$ cat config.mk
export PLATFORM = sky130hd
export DESIGN_NAME = accel_reg_responder
export DESIGN_NICKNAME = d
export VERILOG_FILES = /design/src/rtl/accel_reg_pkg.sv /design/src/rtl/accel_watchdog.sv /design/src/rtl/accel_reg_responder.sv
export SDC_FILE = /design/constraint.sdc
export NUM_CORES = 1
export LEC_CHECK = 0
export BUFFER_PORTS_ARGS = -buffer_cell sky130_fd_sc_hd__buf_4
export CAP_MARGIN = 25
export CORE_ASPECT_RATIO = 0.6
export CORE_MARGIN = 2
export CORE_UTILIZATION = 58
export CTS_BUF_LIST = sky130_fd_sc_hd__clkbuf_16
export CTS_CLUSTER_SIZE = 10
export DETAILED_ROUTE_END_ITERATION = 10
export GPL_TIMING_DRIVEN = 0
export PLACE_DENSITY = 0.84
export SLEW_MARGIN = 30
export SYNTH_ARGS = -nofsm -noshare
export SYNTH_HDL_FRONTEND = slang
export SYNTH_SLANG_ARGS = --single-unit
$ cat constraint.sdc
create_clock -name clk -period 8.9 [get_ports clk]
set_clock_uncertainty 0.05 [all_clocks]
set_input_delay 0 -clock clk [delete_from_list [all_inputs] [get_ports clk]]
set_output_delay 0 -clock clk [all_outputs]
set_load 0.02 [all_outputs]
$ cat src/rtl/accel_reg_pkg.sv
// Package for the accelerator register responder.
// Holds the register offsets inside the 16-byte window, the bit positions
// of the CTRL and STATUS fields, and the engine sequencing state type.
package accel_reg_pkg;

  // Register offsets, compared against cpu_addr[3:0].
  localparam logic [3:0] CTRL_OFF     = 4'h0;
  localparam logic [3:0] STATUS_OFF   = 4'h4;
  localparam logic [3:0] IN_BASE_OFF  = 4'h8;
  localparam logic [3:0] OUT_BASE_OFF = 4'hC;

  // CTRL bit positions.
  localparam int START_BIT  = 0;
  localparam int IRQ_EN_BIT = 1;

  // STATUS bit positions.
  localparam int DONE_BIT    = 0;
  localparam int BUSY_BIT    = 1;
  localparam int TIMEOUT_BIT = 2;
  localparam int ERR_BIT     = 3;

  typedef enum logic {
    IDLE = 1'b0,
    BUSY = 1'b1
  } eng_state_t;

endpackage

$ cat src/rtl/accel_watchdog.sv
// Saturating watchdog counter for the engine run.
// Ports:
//   clk, rst  - clock, asynchronous active-high reset
//   clear     - forces the count to 0 (held while the engine is idle)
//   en        - counts one per cycle while the engine is busy
//   expired   - count has reached TIMEOUT_CYC-1 while enabled
module accel_watchdog #(
  parameter int TIMEOUT_CYC = 4096
) (
  input  logic clk,
  input  logic rst,
  input  logic clear,
  input  logic en,
  output logic expired
);

  localparam int CW = (TIMEOUT_CYC > 2) ? $clog2(TIMEOUT_CYC) : 1;
  localparam logic [CW-1:0] LAST = CW'(TIMEOUT_CYC - 1);

  logic [CW-1:0] cnt_q;

  // NOTE: sequential state uses non-blocking assignments so every flop
  // samples the pre-edge values of its neighbours.
  always_ff @(posedge clk or posedge rst) begin
    if (rst) begin
      cnt_q <= '0;
    end else if (clear) begin
      cnt_q <= '0;
    end else if (en && (cnt_q != LAST)) begin
      // Stops at LAST instead of wrapping back to 0.
      cnt_q <= cnt_q + CW'(1);
    end
  end

  assign expired = en && (cnt_q == LAST);

endmodule

$ cat src/rtl/accel_reg_responder.sv
// Memory-mapped register responder for one accelerator engine.
// Decodes a 16-byte window at BASE_ADDR, answers each accepted request with
// a one-cycle registered cpu_ready/cpu_rdata, owns CTRL/STATUS/IN_BASE/
// OUT_BASE, and sequences the engine through start, busy and done with a
// watchdog abort.
// Ports:
//   clk, rst                        - clock, asynchronous active-high reset
//   cpu_valid/write/addr/wdata      - request from the interconnect
//   cpu_ready, cpu_rdata            - registered response strobe and data
//   eng_start, eng_abort            - one-cycle pulses to the engine
//   eng_in_base, eng_out_base       - bases frozen for the current run
//   eng_done                        - completion pulse from the engine
//   irq                             - level interrupt
module accel_reg_responder
  import accel_reg_pkg::*;
#(
  parameter int                ADDR_W      = 19,
  parameter int                DATA_W      = 19,
  parameter logic [ADDR_W-1:0] BASE_ADDR   = 19'h7000,
  parameter int                TIMEOUT_CYC = 4096
) (
  input  logic              clk,
  input  logic              rst,
  input  logic              cpu_valid,
  input  logic              cpu_write,
  input  logic [ADDR_W-1:0] cpu_addr,
  input  logic [DATA_W-1:0] cpu_wdata,
  output logic              cpu_ready,
  output logic [DATA_W-1:0] cpu_rdata,
  output logic              eng_start,
  output logic [DATA_W-1:0] eng_in_base,
  output logic [DATA_W-1:0] eng_out_base,
  input  logic              eng_done,
  output logic              eng_abort,
  output logic              irq
);

  eng_state_t        state_q, state_d;
  logic              ready_q, ready_d;
  logic [DATA_W-1:0] rdata_q, rdata_d;
  logic              irq_en_q, irq_en_d;
  logic              done_q, done_d;
  logic              timeout_q, timeout_d;
  logic              err_q, err_d;
  logic [DATA_W-1:0] in_base_q, in_base_d;
  logic [DATA_W-1:0] out_base_q, out_base_d;
  logic [DATA_W-1:0] eng_in_base_q, eng_in_base_d;
  logic [DATA_W-1:0] eng_out_base_q, eng_out_base_d;
  logic              eng_start_q, eng_start_d;
  logic              eng_abort_q, eng_abort_d;

  logic              sel, aligned, accept, wr_acc, busy, wd_expired;
  logic              wr_ctrl, wr_status, wr_in, wr_out, lock_err;
  logic [3:0]        off;
  logic [DATA_W-1:0] rd_val;

  // Decode: the window is the upper address bits; only word offsets map.
  assign off     = cpu_addr[3:0];
  assign sel     = (cpu_addr[ADDR_W-1:4] == BASE_ADDR[ADDR_W-1:4]);
  assign aligned = (off[1:0] == 2'b00);
  // A pending response blocks acceptance, giving one access per 2 cycles.
  assign accept  = cpu_valid && sel && !ready_q;
  assign wr_acc  = accept && cpu_write && aligned;
  assign busy    = (state_q == BUSY);

  assign wr_ctrl   = wr_acc && (off == CTRL_OFF);
  assign wr_status = wr_acc && (off == STATUS_OFF);
  assign wr_in     = wr_acc && (off == IN_BASE_OFF);
  assign wr_out    = wr_acc && (off == OUT_BASE_OFF);

  // Writes that would disturb a running engine are dropped and flagged.
  assign lock_err = busy && ((wr_ctrl && cpu_wdata[START_BIT]) || wr_in || wr_out);

  accel_watchdog #(.TIMEOUT_CYC(TIMEOUT_CYC)) u_watchdog (
    .clk     (clk),
    .rst     (rst),
    .clear   (!busy),
    .en      (busy),
    .expired (wd_expired)
  );

  // Read mux sees register values before any same-edge update.
  // NOTE: every signal driven from always_comb gets a default first so no
  // latch is inferred on paths that do not assign it.
  always_comb begin
    rd_val = '0;
    if (aligned) begin
      case (off)
        CTRL_OFF:     rd_val[IRQ_EN_BIT] = irq_en_q;
        STATUS_OFF: begin
          rd_val[DONE_BIT]    = done_q;
          rd_val[BUSY_BIT]    = busy;
          rd_val[TIMEOUT_BIT] = timeout_q;
          rd_val[ERR_BIT]     = err_q;
        end
        IN_BASE_OFF:  rd_val = in_base_q;
        OUT_BASE_OFF: rd_val = out_base_q;
        default:      rd_val = '0;
      endcase
    end
  end

  always_comb begin
    state_d        = state_q;
    ready_d        = accept;
    rdata_d        = (accept && !cpu_write) ? rd_val : '0;
    irq_en_d       = irq_en_q;
    done_d         = done_q;
    timeout_d      = timeout_q;
    err_d          = err_q;
    in_base_d      = in_base_q;
    out_base_d     = out_base_q;
    eng_in_base_d  = eng_in_base_q;
    eng_out_base_d = eng_out_base_q;
    eng_start_d    = 1'b0;
    eng_abort_d    = 1'b0;

    // IRQ_EN is applied even when START is rejected.
    if (wr_ctrl)         irq_en_d   = cpu_wdata[IRQ_EN_BIT];
    if (wr_in && !busy)  in_base_d  = cpu_wdata;
    if (wr_out && !busy) out_base_d = cpu_wdata;

    // W1C first; hardware sets below override a same-cycle clear.
    if (wr_status) begin
      if (cpu_wdata[DONE_BIT])    done_d    = 1'b0;
      if (cpu_wdata[TIMEOUT_BIT]) timeout_d = 1'b0;
      if (cpu_wdata[ERR_BIT])     err_d     = 1'b0;
    end
    if (lock_err) err_d = 1'b1;

    case (state_q)
      IDLE: begin
        if (wr_ctrl && cpu_wdata[START_BIT]) begin
          state_d        = BUSY;
          eng_start_d    = 1'b1;
          eng_in_base_d  = in_base_q;
          eng_out_base_d = out_base_q;
          done_d         = 1'b0;
          timeout_d      = 1'b0;
        end
      end
      BUSY: begin
        // Completion beats a watchdog expiry on the same edge.
        if (eng_done) begin
          state_d = IDLE;
          done_d  = 1'b1;
        end else if (wd_expired) begin
          state_d     = IDLE;
          eng_abort_d = 1'b1;
          timeout_d   = 1'b1;
        end
      end
      default: state_d = IDLE;
    endcase
  end

  // NOTE: there are no memories here, so every flop is reset; a reset
  // mid-transaction discards the pending response and any run.
  always_ff @(posedge clk or posedge rst) begin
    if (rst) begin
      state_q        <= IDLE;
      ready_q        <= 1'b0;
      rdata_q        <= '0;
      irq_en_q       <= 1'b0;
      done_q         <= 1'b0;
      timeout_q      <= 1'b0;
      err_q          <= 1'b0;
      in_base_q      <= '0;
      out_base_q     <= '0;
      eng_in_base_q  <= '0;
      eng_out_base_q <= '0;
      eng_start_q    <= 1'b0;
      eng_abort_q    <= 1'b0;
    end else begin
      state_q        <= state_d;
      ready_q        <= ready_d;
      rdata_q        <= rdata_d;
      irq_en_q       <= irq_en_d;
      done_q         <= done_d;
      timeout_q      <= timeout_d;
      err_q          <= err_d;
      in_base_q      <= in_base_d;
      out_base_q     <= out_base_d;
      eng_in_base_q  <= eng_in_base_d;
      eng_out_base_q <= eng_out_base_d;
      eng_start_q    <= eng_start_d;
      eng_abort_q    <= eng_abort_d;
    end
  end

  assign cpu_ready    = ready_q;
  assign cpu_rdata    = rdata_q;
  assign eng_start    = eng_start_q;
  assign eng_abort    = eng_abort_q;
  assign eng_in_base  = eng_in_base_q;
  assign eng_out_base = eng_out_base_q;
  assign irq          = irq_en_q && (done_q || timeout_q || err_q);

endmodule

==> results of run 1 <==
==> repair_timing <==
action / 4_1_cts / 5_1_grt
gates resized for setup: 0 / 0
hold buffers: 34 / 0
hold endpoints to repair: 165 / 0
==> layout by cell type, fill, tap and decap left out, types with 3 or more instances in the layout <==
cell	netlist	routed
dfrtp_1	115	115
buf_4	4	105
mux2_2	78	78
dlygate4sd3_1	0	34
nor2_1	32	32
mux2i_1	18	18
clkbuf_16	0	17
nand2_1	10	10
nand3_1	9	9
inv_1	7	6
nand4_1	6	6
nor3_1	5	5
clkinvlp_4	0	5
bufinv_16	0	5
clkbuf_1	4	4
buf_2	4	4
a31oi_1	4	4
o21ai_0	4	4
nor2b_1	3	3
nor4b_1	3	3
buf_6	3	3
xnor2_1	3	3
or3_1	3	3
a22oi_1	3	3
a21oi_1	3	3
==> stage by stage <==
step	total power, mW	instances	setup WS [ns]	hold slack [ns]
after floorplan	0.550	355	5.81	0.102
after global placement	0.571	564	4.62	0.192
after detailed placement	0.574	565	6.46	-0.0979
after CTS	1.31	631	6.35	0.0228
after global routing	1.35	631	6.18	0.0402
final	1.31	631	6.28	0.0219
==> flip-flops by register name, indices dropped and copies added (netlist names) <==
register,flops
in_base_q,19
eng_abort,1
eng_out_base,19
eng_in_base,19
cpu_ready,1
u_watchdog.cnt_q,12
timeout_q,1
eng_start,1
irq_en_q,1
err_q,1
busy,1
out_base_q,19
cpu_rdata,19
done_q,1
==> logic make-up (layout without fill, tap and decap cells) <==
logic type      Yosys count  count (layout)  share of synthesized area, %
xor+xnor                  4               4                         0.724
mux                      99              99                          22.8
simple gates             90              90                          10.9
buf+inv                  23             191                          2.66
compound gates           23              23                          3.20
fa+ha+maj                 1               1                         0.258
flops                   115             115                          59.4
==> power by group through the flow <==
stage / Combinational [mW] / Clock, mW / Sequential (mW)
3_3_place_gp: 0.0377 / 0 / 0.533
4_1_cts: 0.0521 / 0.736 / 0.524
3_5_place_dp: 0.0406 / 0 / 0.533
6_report: 0.0527 / 0.733 / 0.524
2_1_floorplan: 0.0167 / 0 / 0.533
5_1_grt: 0.0572 / 0.764 / 0.524
==> layout make-up <==
class / instances / share of cell area [%]
timing repair buffer: 136 / 16.7
clock buffer: 17 / 6.30
tap: 108 / 2.00
inverter: 7 / 0.501
multi-input combinational: 217 / 27.2
buffer: 16 / 1.52
clock inverter: 15 / 3.17
sequential: 115 / 42.6
==> metal layers <==
metal,vias to the layer above,wire (um)
met5,-,0
met4,0,309
met3,41,1030
met2,187,5920
met1,1827,5430
li1,1592,-
==> worst paths after layout <==
| check | endpoint | cells after the start | slack [ns] | from |
|---|---|---|---|---|
| max | eng_out_base[4] | 8 | 6.28 | cpu_addr[10] |
| min | eng_in_base[0] | 3 | 0.02 | rst |
| max reg2reg | out_base_q[1] | 5 | 6.35 | cpu_ready |
| min reg2reg | eng_out_base[3] | 1 | 0.45 | eng_out_base[3] |
| max in group asynchronous | out_base_q[4] | 4 | 8.08 | rst |
| min in group clk | err_q | 4 | 0.06 | cpu_addr[2] |
==> tightest hold or removal path, stage by stage <==
cell and delay (ns):
dlygate4sd3_1 0.53, buf_4 0.15, inv_8 0.16
==> impl_metrics.csv, run 1 <==
group,metric,value,unit
die,die_w,122,um
yosys,ys.warnings.count,0,
yosys,async_reset_ff_share,100,%
grt,grt_pass1_wl,19500,um
die,dieHeight,74.8,um
yosys,synthCells,355,
yosys,synth.most_common_cell,"dfrtp_1",
yosys,ys.flop_type,"dfrtp_1",
route,vias,3647,
clock_network,cts_buffer_depth,2,
grt,overflow,0,
setup_path,critPathLaunchType,"input port",
finish,fin_nets,554,
finish,design_area,6750,um2
yosys,syn_area,4840,um2
sta,fmax,381,MHz
clock_network,worstSkewPairLatency,0.42,ns
finish,post-route-util,84.6,%
route,dr.pass1.iters,7,
yosys,ys_seq_area_share,59.4,%
sta,tightest_slew,0.841,ns
placement,port_buffers,101,
die,core,7980,um2
yosys,syn-num-nets,399,
power_and_ir_drop,ir_drop,0.148,mV
yosys,synth_seq_cells,115,
yosys,yosys-top-cells-area,"dfrtp_1 59%, mux2_2 18%, mux2i_1 3.7%",
route,routed_wl,12700,um
grt,met1_usage,38.8,%
grt,use_met2,46.6,%
finish,antenna_cells,0,
clock_network,path_clk_slew,0.06,ns
power_and_ir_drop,p_sw_share,20.4,%
min_path,hp-class,"in2async",
yosys,ys_types,48,
die,initial_core_util,60.7,%
finish,final_layout_size_suffix_gt1_share,44.2,%
power_and_ir_drop,p_leak,3.36,nW
sta,period_share,29.5,%
setup_path,cpMaxStageDelayCell,"dlygate4sd3_1",
yosys,synth_top_cell_by_area,"dfrtp_1",
die,io_pins,104,
route,drtIter0Drc,257,
power_and_ir_drop,power_frac_seq,40.0,%
power_and_ir_drop,clkPwrFrac,56.0,%
power_and_ir_drop,p_sw,267,uW
clock_network,cts_tree,"done",
power_and_ir_drop,pwr-share-comb,4.0,%
route,vias_per_cell,5.78,
yosys,post_synth.cell_area_avg,13.6,um2
setup_path,slowest_delay,0.69,ns
setup_path,arrival,2.86,ns
clock_network,root_buffer,"clkbuf_16",
die,dieArea,9120,um2
sta,relSlewSlack,44.0,%
clock_network,cts.sinks,115,
grt,antenna_found_initial,0,
finish,num-fill-cells,367,
route,drc,0,
setup_path,crit_family,"buffers and inverters",
grt,met3_usage,9.92,%
setup_path,crit_chain,"dlygate4sd3_1, buf_4, nor4_4, dlygate4sd3_1, nand3_2, nor4_2, buf_4, mux2_1",
placement,hpwl,7840,um
finish,ff_latch_area,2880,um2
yosys,yosysTopAreaCellShare,59.4,%
sta,rsz0062_at_grt,"no",
setup_path,worstPathRequired,9.14,ns
finish,area_growth_syn_to_layout,39.4,%
sta,hold_viol,0,
clock_network,h-tree-depth,4,
route,ant_nets,0,
setup_path,cp_max_fo,10,
run_status,status,"complete, no violations",
grt,top_usage_layer,"met2",
route,route.detailed.wl_per_inst,20.1,um
power_and_ir_drop,power_density,194,nW/um2
yosys,synth_common_cells,"115 x dfrtp_1, 78 x mux2_2, 32 x nor2_1, 18 x mux2i_1, 10 x nand2_1",
setup_path,crit_buf_inv,4,
sta,slew_violations,0,
placement,dpl_cell_area,5770,um2
flow_run,drv_cap,0,
die,std_cell_rows,25,
finish,multi_input_area,1830,um2
grt,grt_max_degree,90,
sta,fin_crit,2.62,ns
sta,setup_tns,0,ns
setup_path,end_kind,"register",
setup_path,worstSetupPathType,"in2reg",
clock_network,cts_made_buffers,17,
grt,grt_usage,29.7,%
grt,first_global_vias,3748,
sta,setup_viol,0,
placement,routabilityCongestion,0.913,
yosys,synth_edf_count,0,
power_and_ir_drop,p_int,1.04,mW
clock_network,cts_setup_buffers,0,
(Power assumes the default switching activity.)
==> run 2: changes to the inputs <==
Settings changed: CORE_UTILIZATION 58 to 49, PLACE_DENSITY 0.84 to 0.76.
Clock period 8.9 ns to 2.4 ns, I/O delays scaled along.
==> impl_metrics.csv, run 2 (same netlist as run 1, synthesis figures left out) <==
group,metric,value,unit
sta,relSlewSlack,46.4,%
setup_path,cp_max_fo,10,
power_and_ir_drop,p_sw,950,uW
sta,rsz0062_at_grt,"no",
finish,post-route-util,70.0,%
flow_run,drv_cap,0,
placement,hpwl,7830,um
die,dieArea,10700,um2
grt,grt_pass1_wl,18200,um
die,io_pins,104,
clock_network,root_buffer,"clkbuf_16",
finish,mostFrequentLayoutCells,"115 x dfrtp_1, 108 x buf_4, 78 x mux2_2, 36 x dlygate4sd3_1, 32 x nor2_1",
route,ant_nets,0,
power_and_ir_drop,p_leak,3.40,nW
die,dieHeight,81.0,um
setup_path,critPathLaunchType,"input port",
min_path,hp-class,"in2reg",
placement,routabilityCongestion,0.912,
grt,antenna_found_initial,0,
power_and_ir_drop,clkPwrFrac,53.2,%
finish,fin_nets,562,
grt,first_global_vias,3372,
route,route.detailed.wl_per_inst,17.6,um
route,vias_per_cell,5.34,
power_and_ir_drop,power_frac_seq,42.3,%
power_and_ir_drop,p_sw_share,20.6,%
sta,fin_crit,2.24,ns
die,core,9740,um2
finish,ff_latch_area,2880,um2
grt,grt_max_degree,30,
clock_network,worstSkewPairLatency,0.41,ns
finish,area_growth_syn_to_layout,40.9,%
clock_network,path_clk_slew,0.05,ns
run_status,status,"complete, no violations",
clock_network,cts_made_buffers,17,
sta,setup_viol,0,
route,drc,0,
sta,period_share,93.3,%
placement,port_buffers,101,
setup_path,worstPathRequired,2.63,ns
route,routed_wl,11700,um
power_and_ir_drop,power_density,674,nW/um2
placement,place_ws,0.0540,ns
grt,overflow,0,
finish,num-fill-cells,675,
die,initial_core_util,49.7,%
setup_path,arrival,2.47,ns
sta,setup_tns,0,ns
grt,grt_usage,22.6,%
clock_network,cts.sinks,115,
finish,final_common_cell,"dfrtp_1",
sta,tightest_slew,0.793,ns
finish,antenna_cells,0,
power_and_ir_drop,p_int,3.65,mW
setup_path,end_kind,"register",
die,die_w,132,um
finish,multi_input_area,1830,um2
power_and_ir_drop,p_total,4.60,mW
sta,hold_viol,0,
clock_network,cts_tree,"done",
route,drtIter0Drc,196,
setup_path,worstSetupPathType,"in2reg",
sta,fin_ws,0.161,ns
route,vias,3554,
route,dr.pass1.iters,5,
die,std_cell_rows,28,
clock_network,cts_buffer_depth,2,
power_and_ir_drop,ir_drop,0.657,mV
power_and_ir_drop,pwr-share-comb,4.5,%
sta,slew_violations,0,
finish,final_layout_size_suffix_gt1_share,44.1,%
clock_network,h-tree-depth,4,
sta,fmax,447,MHz
## run 2: timing repair
| item | 4_1_cts | 5_1_grt |
|---|---|---|
| setup buffers | 0 | 3 |
| hold buffers | 36 | 0 |
| setup endpoints to repair | 0 | 20 |
| hold endpoints to repair | 93 | 0 |
| gates resized for setup | 0 | 0 |
## run 2: layout make-up
class / instances / share of cell area, %
clock buffer: 17 / 6.24
sequential: 115 / 42.2
buffer: 16 / 1.50
inverter: 7 / 0.440
timing repair buffer: 144 / 18.1
tap: 135 / 2.48
clock inverter: 15 / 2.15
multi-input combinational: 217 / 26.9
## run 2: stage by stage
step	hold slack, ns	std cells	instance area, um2
3_3_place_gp	0.192	591	5770
5_1_grt	0.0709	666	6820
4_1_cts	0.0293	663	6800
6_report	0.0485	666	6820
2_1_floorplan	0.102	355	4840
3_5_place_dp	0.0486	595	5870
## run 2: power groups by stage
stage | Sequential [mW] | Clock (mW) | Combinational [mW]
final | 1.94 | 2.45 | 0.208
after detailed placement | 1.98 | 0 | 0.163
after global placement | 1.98 | 0 | 0.140
after global routing | 1.94 | 2.57 | 0.227
after CTS | 1.94 | 2.46 | 0.207
after floorplan | 1.98 | 0 | 0.0623
## run 2: path summary, 6_finish.rpt
| check | startpoint | end | slack, ns | cells past startpoint |
|---|---|---|---|---|
| min in group asynchronous | rst | cpu_rdata[15] | 0.17 | 3 |
| max reg2reg | cpu_ready | eng_in_base[3] | 0.34 | 5 |
| max | cpu_addr[4] | eng_in_base[3] | 0.16 | 7 |
| min | cpu_addr[2] | err_q | 0.05 | 4 |
| max in group asynchronous | rst | cpu_rdata[18] | 1.04 | 7 |
| min reg2reg | eng_out_base[3] | eng_out_base[3] | 0.44 | 1 |
## run 2: worst max-delay path: stages
cell	delay, ns
dlygate4sd3_1	0.56
buf_4	0.14
nor3_1	0.43
nand3_2	0.18
nor4_2	0.48
buf_4	0.32
mux2_2	0.36
## run 2: routing by layer
| layer | up-vias | GRT usage, % | wire (um) |
|---|---|---|---|
| li1 | 1612 | - | - |
| met1 | 1794 | 31.0 | 5480 |
| met2 | 127 | 34.8 | 5470 |
| met3 | 21 | 6.05 | 643 |
| met4 | 0 | 8.82 | 155 |
| met5 | - | 0 | 0 |
==> run 3: changes to the inputs <==
Settings changed: SYNTH_HIERARCHICAL set to 1.
==> impl_metrics.csv, run 3 <==
group,metric,value,unit
run_status,status,"finished, violations left",
run_status,violations,"negative setup slack",
flow_run,drv_cap,0,
yosys,synth_fa_ha_area_share,0.257,%
yosys,synth_compound_area_share,6.79,%
clock_network,h-tree-depth,4,
finish,antenna_cells,0,
grt,grt_max_degree,30,
clock_network,root_buffer,"clkbuf_16",
yosys,ys.warnings.count,6,
sta,setup_viol,58,
clock_network,cts_made_buffers,17,
yosys,synth_seq_cells,115,
finish,design_area,6850,um2
setup_path,cp_max_fo,10,
yosys,ys_seq_area_share,59.2,%
power_and_ir_drop,p_leak,3.35,nW
grt,grt_pass1_wl,19500,um
placement,port_buffers,103,
yosys,synth_common_cells,"115 x dfrtp_1, 71 x mux2_2, 34 x nor2_1, 18 x a22oi_1",
sta,fin_crit,2.58,ns
sta,period_share,108,%
setup_path,worstSetupPathType,"reg2reg",
yosys,ys.flop_type,"dfrtp_1",
die,std_cell_rows,28,
route,vias,3504,
route,drc,0,
die,core,9740,um2
finish,final_layout_size_suffix_gt1_share,47.5,%
sta,rsz0062_at_grt,"yes",
grt,antenna_found_initial,0,
sta,relSlewSlack,59.0,%
yosys,async_reset_ff_share,100,%
die,dieArea,10800,um2
yosys,synthCells,358,
setup_path,end_kind,"register",
placement,dpl_cell_area,5890,um2
sta,tightest_slew,0.615,ns
power_and_ir_drop,ir_drop,0.631,mV
sta,fmax,387,MHz
route,route.detailed.wl_per_inst,18.2,um
route,vias_per_cell,5.30,
route,routed_wl,12000,um
setup_path,arrival,2.82,ns
yosys,syn-num-nets,402,
yosys,synth_mux_area_share,20.5,%
grt,first_global_vias,3735,
clock_network,worstSkewPairLatency,0.40,ns
yosys,ys_types,52,
die,die_w,133,um
yosys,synth_top_family_by_area,"multiplexers",
yosys,synth-xor-area-share,0.180,%
finish,fin_nets,557,
die,io_pins,104,
setup_path,critPathLaunchType,"register",
sta,fin_hold_ws,0.0938,ns
yosys,synth_edf_count,0,
power_and_ir_drop,p_total,4.54,mW
clock_network,cts.sinks,115,
route,dr.pass1.iters,5,
sta,slew_violations,0,
yosys,synth_top_cell_by_area,"dfrtp_1",
die,dieHeight,81.2,um
grt,grt_usage,24.1,%
clock_network,cts_buffer_depth,2,
route,ant_nets,0,
placement,hpwl,7740,um
clock_network,cts_tree,"done",
power_and_ir_drop,power_density,663,nW/um2
placement,routabilityCongestion,0.832,
yosys,synth.most_common_cell,"dfrtp_1",
finish,final_common_cell,"dfrtp_1",
sta,hold_viol,0,
finish,mostFrequentLayoutCells,"115 x dfrtp_1, 105 x buf_4, 70 x mux2_2, 32 x nor2_1, 28 x dlygate4sd3_1",
finish,num-fill-cells,673,
grt,overflow,0,
yosys,synthSimpleGateAreaFrac,10.7,%
sta,fin_ws,-0.182,ns
yosys,yosysTopAreaCellShare,59.2,%
min_path,hp-class,"in2reg",
route,drtIter0Drc,205,
clock_network,path_clk_slew,0.06,ns
yosys,yosys-top-cells-area,"dfrtp_1 59%, mux2_2 16%, a22oi_1 2.8%",
setup_path,worstPathRequired,2.64,ns
yosys,syn_area,4860,um2
die,initial_core_util,49.9,%
yosys,post_synth.cell_area_avg,13.6,um2
finish,area_growth_syn_to_layout,40.7,%
[run 3: cell count changes after synthesis, sizes merged, moves of 3 or more]
cell	before	now
a22oi	3	18
mux2i	18	4
clkbuf	4	9
nand4	6	2
or4b	1	5
buf	12	9
xnor2	3	0
[run 3: metal layers]
metal	global-route usage (%)	routed length, um
met4	8.17	74
met2	39.1	5790
met1	31.2	5520
met5	0	0
met3	7.55	658
[run 3: final cells by class]
class	instances	area [um2]	share of cell area [%]
plain buffers	17	123	1.79
clock inverters	15	143	2.08
well taps	135	169	2.47
flip-flops and latches	115	2880	42.0
clock buffers	17	425	6.21
multi-input cells	218	1920	28.1
inverters	7	30.0	0.439
repair buffers	137	1160	16.9
[run 3: stage by stage]
stage | util [%] | TNS [ns] | std cells | worst slack, ns
final | 70.3 | -7.56 | 661 | -0.182
after floorplan | - | -7.95 | 358 | -0.275
after global placement | 59.8 | -16.75 | 596 | -0.324
after global routing | 70.3 | -11.00 | 661 | -0.235
after detailed placement | 60.5 | -19.75 | 599 | -0.357
after CTS | 70.1 | -13.38 | 661 | -0.295
[run 3: power by group]
part / leakage [nW] / total, mW / internal [mW] / switching (mW)
combinational: 1.48 / 0.184 / 0.0953 / 0.0885
clock: 0.264 / 2.41 / 1.51 / 0.901
sequential: 1.60 / 1.94 / 1.94 / 0.0000150
[run 3: timing repair]
item                                    CTS  global route
endpoints found under the setup margin   96            79
endpoints found under the hold margin    98             0
setup buffers                             2             1
pin swaps                                 3             2
gates resized for setup                  11             7
hold buffers                             28             0
[run 3: path summary, 6_finish.rpt]
kind,start,slack [ns],cells after the start,endpoint
max in group asynchronous,rst,1.18,6,irq_en_q
setup / recovery,cpu_ready,-0.18,6,eng_out_base[4]
hold / removal,cpu_addr[7],0.09,5,timeout_q
min in group asynchronous,rst,0.16,3,u_watchdog/cnt_q[6]
hold reg to reg,eng_out_base[14],0.45,1,eng_out_base[14]
setup reg to reg,cpu_ready,-0.18,6,eng_out_base[4]
[run 3: kinds of logic after synthesis]
| group | Yosys count |
|---|---|
| muxes | 85 |
| xor gates and xnor gates | 1 |
| AOI/OAI and AO/OA | 42 |
| DFF | 115 |
| buffers and inverters | 25 |
| adders and majority gates | 1 |
| and+or+nand+nor | 89 |
[run 3: worst max-delay path, cell delays in order (launching register included)]
cell	delay [ns]
dfrtp_1	0.38
or4b_4	0.49
or4b_4	0.52
or3_4	0.43
buf_8	0.14
buf_12	0.14
mux2_4	0.30
